[config.mk]
export PLATFORM = sky130hd
export DESIGN_NAME = alu_op_sequencer
export DESIGN_NICKNAME = d
export VERILOG_FILES = /design/src/rtl/alu_op_sequencer.sv
export SDC_FILE = /design/constraint.sdc
export NUM_CORES = 1
export LEC_CHECK = 0
export CORE_MARGIN = 4
export CORE_UTILIZATION = 42
export CTS_BUF_LIST = sky130_fd_sc_hd__clkbuf_4 sky130_fd_sc_hd__clkbuf_8
export DETAILED_ROUTE_END_ITERATION = 10
export PLACE_DENSITY = 0.8
export SETUP_SLACK_MARGIN = 0.02
export SYNTH_ARGS = -nofsm -noshare
export SYNTH_HDL_FRONTEND = slang
export SYNTH_SLANG_ARGS = --single-unit
[constraint.sdc]
create_clock -name clk -period 1.8 [get_ports clk]
set_input_delay 0.36 -clock clk [delete_from_list [all_inputs] [get_ports clk]]
set_output_delay 0.36 -clock clk [all_outputs]
set_load 0.02 [all_outputs]
[src/rtl/alu_op_sequencer.sv]
// Runs 8-bit ADD/SUB/XOR/OR/NOT commands on a shared 4-bit ALU, one nibble per pass.
// SUB first inverts b through the ALU, then adds with carry-in 1.
module alu_op_sequencer (
    input  logic       clk,
    input  logic       rst_n,
    input  logic       cmd_valid,
    output logic       cmd_ready,
    input  logic [2:0] cmd_op,
    input  logic [7:0] cmd_a,
    input  logic [7:0] cmd_b,
    output logic       res_valid,
    input  logic       res_ready,
    output logic [7:0] res_data,
    output logic       res_cout,
    output logic       res_err,
    output logic [3:0] alu_a,
    output logic [3:0] alu_b,
    output logic       alu_cin,
    output logic       alu_s0,
    output logic       alu_s1,
    input  logic [3:0] alu_out,
    input  logic       alu_cout
);

    typedef enum logic [2:0] {IDLE, INV_LO, INV_HI, LO, HI, DONE} state_t;

    localparam logic [2:0] OP_ADD = 3'b000;
    localparam logic [2:0] OP_SUB = 3'b001;
    localparam logic [2:0] OP_XOR = 3'b010;
    localparam logic [2:0] OP_OR  = 3'b011;
    localparam logic [2:0] OP_NOT = 3'b100;

    localparam logic [1:0] SEL_SUM = 2'b00;
    localparam logic [1:0] SEL_XOR = 2'b01;
    localparam logic [1:0] SEL_OR  = 2'b10;
    localparam logic [1:0] SEL_NOT = 2'b11;

    state_t     state;
    logic [7:0] a_r;
    logic [7:0] b_r;
    logic [7:0] nb_r;
    logic [2:0] op_r;
    logic       carry_r;
    logic [1:0] sel;
    logic       is_sub;
    logic       is_arith;

    function automatic logic [1:0] op_sel(input logic [2:0] op);
        case (op)
            OP_ADD, OP_SUB: op_sel = SEL_SUM;
            OP_XOR:         op_sel = SEL_XOR;
            OP_OR:          op_sel = SEL_OR;
            default:        op_sel = SEL_NOT;
        endcase
    endfunction

    function automatic logic op_legal(input logic [2:0] op);
        op_legal = (op <= OP_NOT);
    endfunction

    assign is_sub   = (op_r == OP_SUB);
    assign is_arith = (op_r == OP_ADD) || (op_r == OP_SUB);

    // ALU drive is a pure decode of the state and the latched operands
    always_comb begin
        alu_a   = 4'h0;
        alu_b   = 4'h0;
        alu_cin = 1'b0;
        sel     = SEL_SUM;
        case (state)
            INV_LO: begin
                alu_a = b_r[3:0];
                sel   = SEL_NOT;
            end
            INV_HI: begin
                alu_a = b_r[7:4];
                sel   = SEL_NOT;
            end
            LO: begin
                alu_a   = a_r[3:0];
                alu_b   = is_sub ? nb_r[3:0] : b_r[3:0];
                alu_cin = is_sub;
                sel     = op_sel(op_r);
            end
            HI: begin
                alu_a   = a_r[7:4];
                alu_b   = is_sub ? nb_r[7:4] : b_r[7:4];
                alu_cin = carry_r;
                sel     = op_sel(op_r);
            end
            default: ;
        endcase
    end

    assign alu_s0    = sel[0];
    assign alu_s1    = sel[1];
    assign cmd_ready = (state == IDLE);
    assign res_valid = (state == DONE);

    always_ff @(posedge clk or negedge rst_n) begin
        if (!rst_n) begin
            state    <= IDLE;
            a_r      <= 8'h00;
            b_r      <= 8'h00;
            nb_r     <= 8'h00;
            op_r     <= 3'b000;
            carry_r  <= 1'b0;
            res_data <= 8'h00;
            res_cout <= 1'b0;
            res_err  <= 1'b0;
        end else begin
            case (state)
                IDLE: begin
                    if (cmd_valid) begin
                        a_r      <= cmd_a;
                        b_r      <= cmd_b;
                        op_r     <= cmd_op;
                        res_data <= 8'h00;
                        res_cout <= 1'b0;
                        res_err  <= !op_legal(cmd_op);
                        if (!op_legal(cmd_op))
                            state <= DONE;
                        else if (cmd_op == OP_SUB)
                            state <= INV_LO;
                        else
                            state <= LO;
                    end
                end
                INV_LO: begin
                    nb_r[3:0] <= alu_out;
                    state     <= INV_HI;
                end
                INV_HI: begin
                    nb_r[7:4] <= alu_out;
                    state     <= LO;
                end
                LO: begin
                    res_data[3:0] <= alu_out;
                    carry_r       <= alu_cout;
                    state         <= HI;
                end
                HI: begin
                    res_data[7:4] <= alu_out;
                    res_cout      <= is_arith ? alu_cout : 1'b0;
                    state         <= DONE;
                end
                DONE: begin
                    if (res_ready)
                        state <= IDLE;
                end
                default: state <= IDLE;
            endcase
        end
    end

endmodule

==> run_summary.xml <==
<?xml version="1.0" encoding="UTF-8"?>
<metrics>
  <group name="detailed_routing">
    <metric name="drtPass1Iterations" unit="">4</metric>
    <metric name="average_routed_wire_per_standard_cell" unit="um">18.2</metric>
    <metric name="initialDrtViolationCount" unit="">112</metric>
    <metric name="ant_nets" unit="">0</metric>
    <metric name="residual_drc_count" unit="">0</metric>
    <metric name="num_vias" unit="">1733</metric>
    <metric name="wl" unit="um">5710</metric>
    <metric name="vias_per_cell" unit="">5.52</metric>
  </group>
  <group name="placement">
    <metric name="dp_cells" unit="">289</metric>
    <metric name="numPortBuffers" unit="">50</metric>
    <metric name="final_weighted_congestion_of_routability_driven_global_placement" unit="">0.759</metric>
    <metric name="place_ws" unit="ns">-0.446</metric>
    <metric name="dpl-instance-area" unit="sq um">2770</metric>
    <metric name="hpwl" unit="um">3610</metric>
  </group>
  <group name="sta">
    <metric name="finalHoldViolations" unit="">0</metric>
    <metric name="report.final.slew_viol_count" unit="">0</metric>
    <metric name="tns_setup" unit="ns">-1.04</metric>
    <metric name="achievable-frequency" unit="MHz">512</metric>
    <metric name="worst_slew_pin_slew" unit="ns">0.543</metric>
    <metric name="slew_headroom" unit="%">63.8</metric>
    <metric name="period_share" unit="%">109</metric>
    <metric name="rsz0062_at_grt" unit="">true</metric>
    <metric name="setup_ws" unit="ns">-0.153</metric>
    <metric name="setup_viol" unit="">11</metric>
    <metric name="whs" unit="ns">0.139</metric>
    <metric name="layout_min_cycle_time" unit="ns">1.95</metric>
    <metric name="fin_worst_skew" unit="ns">0.00588</metric>
  </group>
  <group name="critical_path">
    <metric name="worstSetupEndpointType" unit="">output pin</metric>
    <metric name="crit_required" unit="ns">1.44</metric>
    <metric name="slowest_stage" unit="">sky130_fd_sc_hd__or3b_4</metric>
    <metric name="worst_ep_arrival_time" unit="ns">1.59</metric>
    <metric name="r2r_slack" unit="ns">0.01</metric>
    <metric name="cpPeakStageDelay" unit="ns">0.48</metric>
    <metric name="timing.critical_path.from_type" unit="">flop</metric>
    <metric name="path_cells" unit="">or3b_4 -&gt; o21ai_2 -&gt; o22ai_2 -&gt; buf_6</metric>
    <metric name="crit_type" unit="">flop to output pin</metric>
    <metric name="number_of_cells_traversed_by_the_worst_register_to_register_path" unit="">7</metric>
    <metric name="critical_path.max_fanout" unit="">8</metric>
    <metric name="timing.rr.end" unit="">b_r[2]$_DFFE_PN0P_</metric>
    <metric name="regToRegStartpoint" unit="">state[2]$_DFFE_PN0P_</metric>
  </group>
  <group name="cells_and_area">
    <metric name="fill_cells" unit="">281</metric>
    <metric name="num_antenna_cells" unit="">0</metric>
    <metric name="post_route_insts_no_fill" unit="">314</metric>
    <metric name="layout.cell_area.non_filler" unit="sq um">3290</metric>
    <metric name="final-seq-area" unit="sq um">1030</metric>
    <metric name="drive_gt1_share" unit="%">54.2</metric>
    <metric name="layout-area-overhead-vs-synth" unit="%">65.3</metric>
    <metric name="finish.utilization" unit="%">73.6</metric>
    <metric name="multi_input_area" unit="sq um">1100</metric>
    <metric name="design.final.nets" unit="">290</metric>
  </group>
  <group name="logic_synthesis">
    <metric name="syn-cell-area" unit="sq um">1990</metric>
    <metric name="avgSynthCellArea" unit="sq um">12.2</metric>
    <metric name="postSynthCellCount" unit="">163</metric>
    <metric name="synth_sequential_area_ratio" unit="%">51.5</metric>
    <metric name="synth_async_sr_flop_share" unit="%">100</metric>
    <metric name="synth-seq-cells" unit="">41</metric>
    <metric name="yosysWarningCount" unit="">0</metric>
    <metric name="netlist.top_cell.by_area" unit="">sky130_fd_sc_hd__dfrtp_1</metric>
    <metric name="synthesis.nets" unit="">191</metric>
    <metric name="synth_commonest_cells" unit="">41 x sky130_fd_sc_hd__dfrtp_1, 14 x sky130_fd_sc_hd__nor2_1, 11 x sky130_fd_sc_hd__o21ai_0</metric>
    <metric name="synthDominantCellAreaShare" unit="%">51.5</metric>
    <metric name="synth_top_cells_by_area" unit="">sky130_fd_sc_hd__dfrtp_1 52%, sky130_fd_sc_hd__mux2_4 7.5%, sky130_fd_sc_hd__mux2_2 5.7%</metric>
    <metric name="synth_ff_type" unit="">sky130_fd_sc_hd__dfrtp_1</metric>
    <metric name="synth_cell_types" unit="">35</metric>
    <metric name="synth_edf_count" unit="">0</metric>
    <metric name="synthMostInstantiatedCell" unit="">sky130_fd_sc_hd__dfrtp_1</metric>
  </group>
  <group name="pwr">
    <metric name="largest_vdd_supply_drop" unit="mV">1.10</metric>
    <metric name="static-leakage-power" unit="nW">1.48</metric>
    <metric name="power_density" unit="nW/um^2">1980</metric>
    <metric name="fin_total_pwr" unit="mW">6.53</metric>
  </group>
  <group name="global_routing">
    <metric name="grt_antenna_before_repair" unit="">0</metric>
    <metric name="gr-usage-met3" unit="%">4.68</metric>
    <metric name="grt_max_degree" unit="">42</metric>
    <metric name="use_met1" unit="%">25.4</metric>
    <metric name="busiest_layer" unit="">met2</metric>
    <metric name="grt.met2_usage" unit="%">33.3</metric>
    <metric name="first_global_vias" unit="">1906</metric>
    <metric name="globalRouteOverflowTotal" unit="">0</metric>
    <metric name="grt_first_pass_wirelength" unit="um">9330</metric>
    <metric name="gr-usage-all-layers" unit="%">19.8</metric>
  </group>
  <group name="min_path">
    <metric name="worst_hold_path_type" unit="">input pin to async pin</metric>
  </group>
  <group name="flow_run">
    <metric name="maxCapViolations" unit="">0</metric>
  </group>
  <group name="clock_network">
    <metric name="tritoncts.num_buffers" unit="">5</metric>
    <metric name="clock_tree_from_tritoncts" unit="">built</metric>
    <metric name="cts_htree_levels" unit="">2</metric>
    <metric name="cts_hold_buffers" unit="">0</metric>
    <metric name="cts.clk_slew.worst_paths" unit="ns">0.08</metric>
    <metric name="cts.sinks" unit="">41</metric>
    <metric name="clock_latency_at_the_later_pin_of_the_worst_skew_pair" unit="ns">0.29</metric>
    <metric name="ctsLongestPathBuffers" unit="">2</metric>
    <metric name="clockRootBuffer" unit="">sky130_fd_sc_hd__clkbuf_8</metric>
  </group>
  <group name="run_status">
    <metric name="run_status" unit="">finished, violations left</metric>
    <metric name="failed_checks" unit="">negative setup slack</metric>
  </group>
  <group name="floorplanning">
    <metric name="chipHeight" unit="um">76.9</metric>
    <metric name="io_pins" unit="">51</metric>
    <metric name="floorplan.die.width" unit="um">76.9</metric>
    <metric name="die-area" unit="sq um">5910</metric>
    <metric name="num_rows" unit="">24</metric>
    <metric name="core" unit="sq um">4470</metric>
    <metric name="initial_core_util" unit="%">44.5</metric>
  </group>
</metrics>
[metal layers]
metal  share of wire [%]  up-vias
li1                    -      793
met1                  42      864
met2                  50       63
met3                 5.0       13
met4                 2.3        0
met5                   0        -
[worst max-delay path, delay by kind of cell (launching register included)]
| kind | cells | cell delay, ns |
|---|---|---|
| simple gates | 1 | 0.48 |
| flops | 1 | 0.42 |
| compound gates | 2 | 0.26 |
| buf+inv | 1 | 0.14 |
[state kept, by name (all words and copies together) (netlist names)]
register	flops
res_err	1
res_cout	1
carry_r	1
a_r	8
state	3
nb_r	8
op_r	3
res_data	8
b_r	8
[cell usage in the layout, fill, tap and decap left out, drive strengths merged, types with 5 or more instances in the layout]
cell,instances
clkdlybuf4s50,36
nand2,5
a22o,9
mux2,27
buf,66
o21ai,11
nor2,14
o22ai,9
mux2i,5
dfrtp,41
clkbuf,6
[what timing repair did]
action	CTS	global route
pin swaps	17	9
cloned	1	0
gates resized for setup	143	18
endpoints found under the setup margin	46	45
setup buffers	14	4
[worst max-delay path by stage]
stage	from	endpoint	slack, ns	depth (start not counted)
floorplan	state[2]$_DFFE_PN0P_	alu_s0	0.03	3
global placement	op_r[1]$_DFFE_PN0P_	alu_b[0]	-0.36	4
detailed placement	op_r[1]$_DFFE_PN0P_	alu_b[2]	-0.45	4
CTS	op_r[1]$_DFFE_PN0P_	alu_b[0]	-0.14	7
global route	op_r[1]$_DFFE_PN0P_	alu_b[2]	-0.25	6
finish	op_r[2]$_DFFE_PN0P_	alu_b[0]	-0.15	4
[cells by family (layout without fill, tap and decap cells)]
kind of cell	after synthesis	count (layout)	share of synthesized area (%)
buf+inv	13	112	3.89
compound gates	41	41	14.4
flops	41	41	51.5
mux	32	32	19.7
simple gates	36	36	10.5
[power by group]
group	internal, mW	switching, mW
clock	0.284	0.313
combinational	2.39	1.78
sequential	1.39	0.377
[cell type report]
class	count	share of cell area (%)
clock buffer	6	2.32
clock inverter	1	0.266
inverter	3	0.342
multi-input combinational	109	33.5
sequential	41	31.2
tap	52	1.98
timing repair buffer	102	30.3
Note: power is estimated with default switching activity, not from simulation.
